--- src/rtl/elevator_request_queue.sv ---
`timescale 1ns/1ps
// -----------------------------------------------------------------------------
// elevator_request_queue
//
// Front end for the elevator controller. It synchronises and debounces the
// hall-up, hall-down and in-car button banks. Each accepted press becomes a
// sticky pending request, held until the controller serves that floor in the
// matching direction. It also reports whether any request is pending above,
// below or at the current car floor.
//
// Parameters
//   FLOORS      number of floors (>= 2); bit i = floor i, floor 0 lowest
//   DEB_CYCLES  consecutive stable cycles needed to accept a level change
//   FW          width of a floor index (derived from FLOORS)
//
// Ports
//   clk           design clock
//   rst           asynchronous reset, active-high
//   outside_up    raw hall-up buttons (asynchronous, high = pressed)
//   outside_down  raw hall-down buttons (asynchronous, high = pressed)
//   inside_floor  raw in-car buttons (asynchronous, high = pressed)
//   cur_floor     current car floor index
//   serve_valid   one-cycle pulse: car is serving cur_floor
//   serve_dir     direction served: 1 = up, 0 = down
//   queue_up      pending hall-up requests (registered)
//   queue_down    pending hall-down requests (registered)
//   queue_inside  pending in-car requests (registered)
//   req_above     any pending request above cur_floor (combinational)
//   req_below     any pending request below cur_floor (combinational)
//   req_here      any pending request at cur_floor (combinational)
// -----------------------------------------------------------------------------
module elevator_request_queue #(
    parameter int FLOORS     = 4,
    parameter int DEB_CYCLES = 200,
    parameter int FW         = $clog2(FLOORS)
) (
    input  logic              clk,
    input  logic              rst,
    input  logic [FLOORS-1:0] outside_up,
    input  logic [FLOORS-1:0] outside_down,
    input  logic [FLOORS-1:0] inside_floor,
    input  logic [FW-1:0]     cur_floor,
    input  logic              serve_valid,
    input  logic              serve_dir,
    output logic [FLOORS-1:0] queue_up,
    output logic [FLOORS-1:0] queue_down,
    output logic [FLOORS-1:0] queue_inside,
    output logic              req_above,
    output logic              req_below,
    output logic              req_here
);

    // Channel layout: bank 0 = hall-up, bank 1 = hall-down, bank 2 = in-car.
    // Channel index = bank * FLOORS + floor.
    localparam int NCH = 3 * FLOORS;
    localparam int CW  = $clog2(DEB_CYCLES);
    localparam logic [CW-1:0] CNT_LAST = CW'(DEB_CYCLES - 1);

    // Top floor has no hall-up button and floor 0 has no hall-down button.
    localparam logic [FLOORS-1:0] UP_MASK = ~(FLOORS'(1) << (FLOORS - 1));
    localparam logic [FLOORS-1:0] DN_MASK = ~FLOORS'(1);

    logic [NCH-1:0] raw_all;
    logic [NCH-1:0] press;

    assign raw_all = {inside_floor, outside_down, outside_up};

    // -------------------------------------------------------------------------
    // Per-channel synchroniser + debouncer + press-edge detector
    // -------------------------------------------------------------------------
    genvar gi;
    generate
        for (gi = 0; gi < NCH; gi++) begin : g_chan
            localparam int  BANK = gi / FLOORS;
            localparam int  FLR  = gi % FLOORS;
            localparam bit  TIED = ((BANK == 0) && (FLR == FLOORS - 1)) ||
                                   ((BANK == 1) && (FLR == 0));

            if (TIED) begin : g_tied
                // Button that cannot exist on this floor: presses are dropped.
                logic tie_unused;
                assign tie_unused = raw_all[gi];
                assign press[gi]  = 1'b0;
            end else begin : g_live
                logic          sync1_q;
                logic          sync2_q;
                logic          db_q;
                logic          db_d;
                logic          db_prev_q;
                logic [CW-1:0] cnt_q;
                logic [CW-1:0] cnt_d;

                // Any cycle where the synchronised level agrees with the
                // debounced level restarts the count, so acceptance needs an
                // uninterrupted run of DEB_CYCLES mismatching cycles.
                always_comb begin
                    db_d  = db_q;
                    cnt_d = '0;
                    if (sync2_q != db_q) begin
                        if (cnt_q == CNT_LAST) begin
                            db_d = sync2_q;
                        end else begin
                            cnt_d = cnt_q + 1'b1;
                        end
                    end
                end

                always_ff @(posedge clk or posedge rst) begin
                    if (rst) begin
                        sync1_q   <= 1'b0;
                        sync2_q   <= 1'b0;
                        db_q      <= 1'b0;
                        db_prev_q <= 1'b0;
                        cnt_q     <= '0;
                    end else begin
                        sync1_q   <= raw_all[gi];
                        sync2_q   <= sync1_q;
                        db_q      <= db_d;
                        db_prev_q <= db_q;
                        cnt_q     <= cnt_d;
                    end
                end

                // Rising edge of the debounced level only; release is silent
                // and a held button produces exactly one pulse.
                assign press[gi] = db_q & ~db_prev_q;
            end
        end
    endgenerate

    // -------------------------------------------------------------------------
    // Sticky request latches
    // -------------------------------------------------------------------------
    logic              floor_ok;
    logic [FLOORS-1:0] serve_hit;
    logic [FLOORS-1:0] queue_up_q;
    logic [FLOORS-1:0] queue_up_d;
    logic [FLOORS-1:0] queue_down_q;
    logic [FLOORS-1:0] queue_down_d;
    logic [FLOORS-1:0] queue_inside_q;
    logic [FLOORS-1:0] queue_inside_d;

    // An out-of-range floor index disables serving and the summaries.
    assign floor_ok = (int'(cur_floor) < FLOORS);

    generate
        for (gi = 0; gi < FLOORS; gi++) begin : g_floor
            assign serve_hit[gi] = serve_valid & floor_ok & (cur_floor == FW'(gi));

            // Clear has priority over a same-cycle set: the press is treated
            // as already served.
            assign queue_up_d[gi] = (queue_up_q[gi] | press[gi])
                                  & ~(serve_hit[gi] & serve_dir)
                                  & UP_MASK[gi];

            assign queue_down_d[gi] = (queue_down_q[gi] | press[FLOORS + gi])
                                    & ~(serve_hit[gi] & ~serve_dir)
                                    & DN_MASK[gi];

            assign queue_inside_d[gi] = (queue_inside_q[gi] | press[2*FLOORS + gi])
                                      & ~serve_hit[gi];
        end
    endgenerate

    always_ff @(posedge clk or posedge rst) begin
        if (rst) begin
            queue_up_q     <= '0;
            queue_down_q   <= '0;
            queue_inside_q <= '0;
        end else begin
            queue_up_q     <= queue_up_d;
            queue_down_q   <= queue_down_d;
            queue_inside_q <= queue_inside_d;
        end
    end

    assign queue_up     = queue_up_q;
    assign queue_down   = queue_down_q;
    assign queue_inside = queue_inside_q;

    // -------------------------------------------------------------------------
    // Position summaries, purely combinational from the registered queues
    // -------------------------------------------------------------------------
    logic [FLOORS-1:0] pending;

    assign pending = queue_up_q | queue_down_q | queue_inside_q;

    always_comb begin
        req_above = 1'b0;
        req_below = 1'b0;
        req_here  = 1'b0;
        if (floor_ok) begin
            for (int j = 0; j < FLOORS; j++) begin
                if (j > int'(cur_floor)) begin
                    req_above = req_above | pending[j];
                end
                if (j < int'(cur_floor)) begin
                    req_below = req_below | pending[j];
                end
                if (j == int'(cur_floor)) begin
                    req_here = req_here | pending[j];
                end
            end
        end
    end

endmodule

--- config.mk ---
export PLATFORM = sky130hd
export DESIGN_NAME = elevator_request_queue
export DESIGN_NICKNAME = d
export VERILOG_FILES = /design/src/rtl/elevator_request_queue.sv
export SDC_FILE = /design/constraint.sdc
export NUM_CORES = 1
export LEC_CHECK = 0
export CORE_MARGIN = 10
export CORE_UTILIZATION = 59
export DETAILED_ROUTE_END_ITERATION = 6
export PLACE_DENSITY = 0.87
export SYNTH_ARGS = -nofsm -noshare
export SYNTH_HDL_FRONTEND = slang
export SYNTH_SLANG_ARGS = --single-unit
--- constraint.sdc ---
create_clock -name clk -period 5.2 [get_ports clk]
set_input_delay 1.04 -clock clk [delete_from_list [all_inputs] [get_ports clk]]
set_output_delay 1.04 -clock clk [all_outputs]
set_load 0.05 [all_outputs]
* Word level (Yosys, flattened, before mapping)
Cells that the tools add are included.
W data, S select, Z words.
** Word-level totals
- Memories kept :: 0
- Output and inout bits :: 15
- Logic and storage cells :: 207
- Bits in read-only memories :: 0
- Bits in latches :: 0
- Bits in registers :: 130
- Bits in writable memories :: 0
- Input port bits :: 18
** Cells by class
- Multipliers :: 0
- Equality and inequality tests :: 26
- $lt $le $gt $ge :: 6
- Shift-type cells :: 0
- Bitwise logic cells :: 70
- Add/sub/neg operators :: 10
- Divide/modulo/power cells :: 0
- Reduce and logical (&&, ||, !) cells :: 12
- Mux-type cells :: 30
** Operator list (number)
- $mux W8 :: 20
- $add A8 B1 Y8 const B :: 10
- $eq A8 B8 Y1 const B :: 10
- $and A1 B1 Y1 :: 30
- $not A1 Y1 :: 21
- $reduce_and A2 Y1 :: 10
- $or A1 B1 Y1 :: 17
- $mux W1 :: 10
- $ne A1 B1 Y1 :: 10
- $eq A2 B2 Y1 const A :: 2
- $eq A2 B2 Y1 const B :: 2
- $gt A2 B2 Y1 const A :: 2
- $logic_not A2 Y1 :: 2
- $lt A1 B2 Y1 const A :: 2
- $or A3 B4 Y4 :: 1
- $or A4 B4 Y4 :: 1
- $eq A1 B2 Y1 const A :: 1
- $eq A2 B1 Y1 const B :: 1
- $gt A1 B2 Y1 const A :: 1
- $lt A2 B2 Y1 const A :: 1

* Longest topological paths before layout
Gate-level depths: netlist (run 1).
- Depth in word-level cells :: 9
- Depth in mapped cells :: 4

* Worst setup path before layout (run 1)
No wires, ideal clock.
- Path type :: input-to-output
- Start point :: input cur_floor[0]
- End point :: output req_below
- Required time :: 4.160 ns
- Slack :: 1.731 ns
- Buffers on the path :: 1
- Arrival :: 2.429 ns
- Stages :: 3
- Cell sequence :: clkbuf_1 > a21oi_1 > o21ai_0
** On the way
- Cells in the longest elaborated chain, start to end :: 6
- Elaborated cells on any way between the ends :: 8
** RTL lines
- start, declared :: line 42 : input logic [FW-1:0] cur_floor,
- $lt A1 B2 Y1 :: line 197 : if (j < int'(cur_floor)) begin
- $mux W1 :: line 197
- $or A1 B1 Y1 :: line 198 : req_below = req_below | pending[j];
- $mux W1 :: line 197
- $or A1 B1 Y1 :: line 198
- $mux W1 * :: line 197
- end, declared :: line 49 : output logic req_below,
Mark *: on every way between the ends. The rest lies on a longest branch, timed or not.

* Worst setup path in the final report (run 1)
- Start point :: input cur_floor[1]
- End point :: output req_here
** On the way
- Cells in the longest elaborated chain, start to end :: 8
- Elaborated cells on any way between the ends :: 11
** RTL lines
- $logic_not A2 Y1 :: line 200 : if (j == int'(cur_floor)) begin
- $mux W1 :: line 200
- $or A1 B1 Y1 :: line 201 : req_here = req_here | pending[j];
- $mux W1 :: line 200
- $or A1 B1 Y1 :: line 201
- $mux W1 :: line 200
- $or A1 B1 Y1 :: line 201
- $mux W1 * :: line 200
- end, declared :: line 50 : output logic req_here
Marked as above.

==> impl_metrics.json, run 1 <==
{
  "first_iter_violations": 231,
  "die_y_um": 115.5,
  "hold_slack_ns": 0.3497,
  "port_buffers": 28,
  "synth_top_area_share": 0.6041,
  "antenna_left": 0,
  "path_max_fanout": 5,
  "synthArstFlopShare": 1.000,
  "layout-drive-gt1-share": 0.08925,
  "synth-seq-area-share": 0.6041,
  "cp_slowest_stage_delay_ns": 0.74,
  "synth_area_per_cell_um2": 10.99,
  "yosysMostFrequentCell": "dfrtp_1",
  "worst_pin_slew_ns": 0.8879,
  "synth_cell_types": 34,
  "crit_type": "in2out",
  "synth_top_cells_by_count": "dfrtp_1, nor2_1, a21oi_1",
  "grt_max_degree": 76,
  "clockBufferDepth": 2,
  "num_rows": 34,
  "rsz0062_at_grt": "false",
  "clock-skew-final_ns": 0.005048,
  "status": "finished, final reports clean",
  "finalHoldViolCount": 0,
  "path_common_cell": "clkdlybuf4s50_1",
  "cts_resized": 0,
  "cp.required_ns": 4.16,
  "grt_pass1_vias": 4133,
  "wl_per_cell_um": 17.13,
  "antenna_cells": 0,
  "io_pins": 33,
  "fp.dieW_um": 115.5,
  "dieArea_um2": 13350,
  "relSlewSlack": 0.4081,
  "drc": 0,
  "antenna_found_initial": 0,
  "grt_first_pass_wirelength_um": 19420,
  "cts_buffers": 17,
  "cp_top_family": "buffers and inverters",
  "clk_pin_slew_worst_paths_ns": 0.06,
  "cp_cell_sequence": "clkdlybuf4s50_1 > inv_1 > mux4_2 > clkdlybuf4s50_1",
  "nets": 564,
  "place_hpwl_um": 7182,
  "syn_area_um2": 5385,
  "worst-path-buf-inv": 3,
  "syn2layout_area_growth_pct": 18.98,
  "finalSetupTns_ns": 0,
  "ys_warn_count": 0,
  "instances_no_fill": 657,
  "drtPass1Iterations": 5,
  "ys_ff_latch": 130,
  "cts-root-buf": "clkbuf_8",
  "p_leak_nw": 2.832,
  "htreeDepth": 4,
  "dr_total_vias": 3921,
  "cts_tree": "done",
  "initial_utilization": 0.6115,
  "cts.sinks": 130,
  "track_usage": 0.1824,
  "min_period_over_period": 0.7767,
  "maxCapViolations": 0,
  "hold_path_class": "reg2reg",
  "worst_setup_path_start_kind": "input port",
  "arrival_ns": 3.00,
  "fin_crit_ns": 4.039,
  "synth.area.top_cells": "dfrtp_1, or3_1, a21oi_1",
  "fmaxAchievable_mhz": 247.6,
  "drv_slew": 0,
  "dp.cells": 625,
  "gp_congestion": 0.8757,
  "core_area_um2": 8806,
  "synthFlopType": "dfrtp_1",
  "finalPower_w": 0.002411,
  "syn_inst": 490,
  "synth-edff-count": 0,
  "cp_slowest_cell": "clkdlybuf4s50_1",
  "powerDensity_nw_per_um2": 376.2,
  "synth_top_area_cell": "dfrtp_1",
  "viasPerCell": 5.968,
  "routed_wl_um": 11250,
  "hold_buffers": 0,
  "setup_violations": 0,
  "clk_latency_ns": 0.52,
  "post-cts-setup-buffer-count": 0,
  "overflow": 0,
  "vdd.ir_drop.worst_mv": 0.2634,
  "crit_path_end_kind": "primary output"
}
[through the flow]
step           utilization  area [µm²]  worst slack (ns)
2_1_floorplan            -        5389            0.6907
3_3_place_gp        0.6586        5799             1.214
3_5_place_dp        0.6586        5799             1.180
4_1_cts             0.7276        6407             1.184
5_1_grt             0.7276        6407             1.127
6_report            0.7276        6407             1.161
[layout by cell type (no fill, tap or decap), drive strengths merged]
cell and count:
or3 39, and2 2, clkinv 3, mux2 10, mux4 1, nand4 19
nor3b 2, xnor2 20, dfrtp 130, nor3 1, bufinv 3, o22ai 1
or2 2, nor4 1, nor2b 2, and3 2, nand3 32, o41ai 1
clkbuf 19, o21bai 8, buf 2, o22a 1, a21oi 45, o21a 1
clkdlybuf4s50 28, nand2 19, inv 23, o21ai 32, clkinvlp 3, nor2 61
a31oi 1, conb 2, xor2 22, ha 10, or4b 1
[sequential cells by signal, indices dropped and copies added (netlist names)]
register,flops
g_chan.g_live.cnt_q,80
g_chan.g_live.db_prev_q,10
g_chan.g_live.db_q,10
g_chan.g_live.sync1_q,10
g_chan.g_live.sync2_q,10
queue_inside,4
queue_down,3
queue_up,3
[final timing paths]
path                                                   end  cells after the start  slack (ns)                 startpoint
worst min-delay path              g_chan[7].g_live.sync2_q                      0        0.35   g_chan[7].g_live.sync1_q
min in group asynchronous         g_chan[8].g_live.sync1_q                      2        1.06                        rst
worst max register to register       g_chan[2].g_live.db_q                      3        3.58  g_chan[2].g_live.cnt_q[3]
worst min register to register    g_chan[7].g_live.sync2_q                      0        0.35   g_chan[7].g_live.sync1_q
max in group asynchronous       g_chan[10].g_live.cnt_q[1]                      3        3.22                        rst
worst max-delay path                              req_here                      4        1.16               cur_floor[1]
[report_power, final]
group          internal (W)  total (W)  switching, W
clock              0.000753    0.00122      0.000463
combinational     0.0000466   0.000130     0.0000835
sequential          0.00104    0.00106     0.0000236
[cell type report]
cell class / instances / area (µm²)
repair buffers: 30 / 295.3
flip-flops and latches: 130 / 3253
well taps: 108 / 135.1
multi-input cells: 338 / 2042
clock inverters: 13 / 176.4
clock buffers: 19 / 431.7
fillers: 578 / 2399
inverters: 19 / 73.82
[per-layer routing]
layer / track usage / up-vias / share of wire
met5: 0 / - / 0
met4: 0.07432 / 0 / 0.017
met3: 0.05013 / 21 / 0.052
met2: 0.3162 / 129 / 0.52
met1: 0.2095 / 1951 / 0.41
li1: - / 1820 / -
[cell families after synthesis]
kind of cell	synth area share
flops	0.6041
mux	0.02509
xor+xnor	0.06831
simple gates	0.1701
fa+ha+maj	0.02323
buf+inv	0.01743
other cells	0.0006964
compound gates	0.09108
(Power assumes the default switching activity.)
==> inputs of run 2 (changes only) <==
==> constraint.sdc (replaced) <==
create_clock -name clk -period 3.89 [get_ports clk]
set_input_delay 0.778 -clock clk [delete_from_list [all_inputs] [get_ports clk]]
set_output_delay 0.778 -clock clk [all_outputs]
set_load 0.05 [all_outputs]
==> run 2 against run 1 <==
Compared with the run above:
- sequential power grew 34%
- power grew 33%
- critical endpoint unchanged
- sequential cell count is the same
- global-route usage shrank 0.77 points
- setup slack lost 0.75 ns
- largest cell class unchanged
- critical path depth is the same
==> impl_metrics.json, run 2 (synthesized netlist as in run 1, its figures left out) <==
{
  "status": "finished, final reports clean",
  "min_path_cells": 0,
  "initial_utilization": 0.6115,
  "routed_wl_um": 10790,
  "core_area_um2": 8806,
  "post-cts-setup-buffer-count": 0,
  "combinationalPowerShare": 0.054,
  "powerDensity_nw_per_um2": 499.5,
  "grt_pass1_vias": 4020,
  "path_common_cell": "clkdlybuf4s50_1",
  "place_hpwl_um": 6844,
  "regMostFlops": "g_chan.g_live.cnt_q",
  "fin_crit_ns": 3.479,
  "cp_slowest_cell": "clkdlybuf4s50_1",
  "p_int_w": 0.002464,
  "rsz0062_at_grt": "false",
  "finalHoldViolCount": 0,
  "cts-root-buf": "clkbuf_8",
  "port_buffers": 28,
  "layout_common_cells": "dfrtp_1, nor2_1, a21oi_1",
  "power_frac_seq": 0.445,
  "final_common_cell": "dfrtp_1",
  "rr_worst_depth": 3,
  "worst_pin_slew_ns": 0.6796,
  "finalSetupTns_ns": 0,
  "clockBufferDepth": 2,
  "io_pins": 33,
  "crit_path_end_kind": "primary output",
  "p_leak_nw": 2.830,
  "swShare": 0.2302,
  "arrival_ns": 2.70,
  "grt_max_degree": 131,
  "cp_slowest_stage_delay_ns": 0.73,
  "hold_slack_ns": 0.3466,
  "min_period_over_period": 0.8943,
  "track_usage": 0.1748,
  "cp_cell_sequence": "clkdlybuf4s50_1 > inv_1 > mux4_2 > clkdlybuf4s50_1",
  "antenna_left": 0,
  "crit_type": "in2out",
  "cp.required_ns": 3.11,
  "viasPerCell": 5.838,
  "cts.sinks": 130,
  "nets": 563,
  "clk_pin_slew_worst_paths_ns": 0.06,
  "cts_tree": "done",
  "cts_buffers": 17,
  "dp.cells": 624,
  "layout-drive-gt1-share": 0.08942,
  "dr_total_vias": 3830,
  "hold_path_class": "reg2reg",
  "worst_setup_path_start_kind": "input port",
  "antenna_cells": 0,
  "first_iter_violations": 231,
  "clock-skew-final_ns": 0.01019,
  "fp.dieW_um": 115.5,
  "pwr-share-clk": 0.502,
  "grt_first_pass_wirelength_um": 18490,
  "antenna_found_initial": 0,
  "cp.depth": 4,
  "vdd.ir_drop.worst_mv": 0.3454,
  "die_y_um": 115.5,
  "instances_no_fill": 656,
  "htreeDepth": 4,
  "largest_register_ffs": 80,
  "drv_slew": 0,
  "drc": 0,
  "overflow": 0,
  "wl_per_cell_um": 16.45,
  "setup_violations": 0,
  "fmaxAchievable_mhz": 287.5,
  "switchingPower_w": 0.0007365,
  "clk_latency_ns": 0.52,
  "maxCapViolations": 0,
  "dieArea_um2": 13350,
  "syn2layout_area_growth_pct": 18.96,
  "num_rows": 34,
  "drtPass1Iterations": 4,
  "worst-path-buf-inv": 3,
  "cp_top_family": "buffers and inverters",
  "gp_congestion": 0.8482,
  "cts_resized": 0,
  "path_max_fanout": 5,
  "relSlewSlack": 0.5459,
  "hold_buffers": 0
}
run 2: cell count changes in the layout (fill, tap and decap cells not counted), sizes merged:
cell,delta
buf,-1
inv,-4
clkinv,+3
clkinvlp,+1
run 2: power by group through the flow:
stage | clock network (W) | registers, W | logic, W
6_report | 0.00161 | 0.00142 | 0.000172
5_1_grt | 0.00169 | 0.00143 | 0.000193
3_3_place_gp | 0 | 0.00144 | 0.000165
4_1_cts | 0.00162 | 0.00142 | 0.000176
3_5_place_dp | 0 | 0.00145 | 0.000173
2_1_floorplan | 0 | 0.00145 | 0.000107
run 2: final cells by class:
class | instances | area [µm²]
Tap cell | 108 | 135.1
Timing Repair Buffer | 29 | 300.3
Multi-Input combinational cell | 338 | 2042
Clock inverter | 13 | 158.9
Sequential cell | 130 | 3253
Inverter | 19 | 75.07
Fill cell | 553 | 2400
Clock buffer | 19 | 441.7
run 2: metrics by stage:
| step | worst slack, ns | util | power [W] | area, µm² |
|---|---|---|---|---|
| after global routing | 0.3387 | 0.7275 | 0.003307 | 6406 |
| after floorplan | 0.9453 | - | 0.001556 | 5393 |
| after global placement | 0.4900 | 0.6593 | 0.001608 | 5806 |
| after detailed placement | 0.4212 | 0.6593 | 0.001619 | 5806 |
| after CTS | 0.4151 | 0.7275 | 0.003219 | 6406 |
| final | 0.4112 | 0.7275 | 0.003200 | 6406 |
run 2: worst reg2reg max path, stage by stage, from the launching register on:
cell,delay [ns]
dfrtp_1,0.45
or4b_4,0.59
nor2_2,0.13
mux2_1,0.33
run 2: layer usage:
metal  track usage  wire length (µm)  up-vias
met4       0.06588               198        0
met1        0.1993              4403     1914
met2        0.3005              5604       92
met3       0.05685               584       19
li1              -                 -     1805
met5             0                 0        -
run 2: path summary, 6_finish.rpt:
check                                          start  slack, ns                        end
setup / recovery                        cur_floor[1]       0.41                   req_here
hold / removal              g_chan[7].g_live.sync1_q       0.35   g_chan[7].g_live.sync2_q
setup reg to reg           g_chan[2].g_live.cnt_q[3]       2.27      g_chan[2].g_live.db_q
hold reg to reg             g_chan[7].g_live.sync1_q       0.35   g_chan[7].g_live.sync2_q
max in group asynchronous                        rst       2.62  g_chan[9].g_live.cnt_q[1]
min in group asynchronous                        rst       0.82   g_chan[8].g_live.sync2_q
==> inputs of run 3 (changes only) <==
--- a/config.mk
+++ b/config.mk
@@ -12,3 +12,4 @@
 export SYNTH_ARGS = -nofsm -noshare
 export SYNTH_HDL_FRONTEND = slang
 export SYNTH_SLANG_ARGS = --single-unit
+export TNS_END_PERCENT = 50
==> results of run 3 <==
The final DEF is identical to that of run 2; final timing and power are the same.
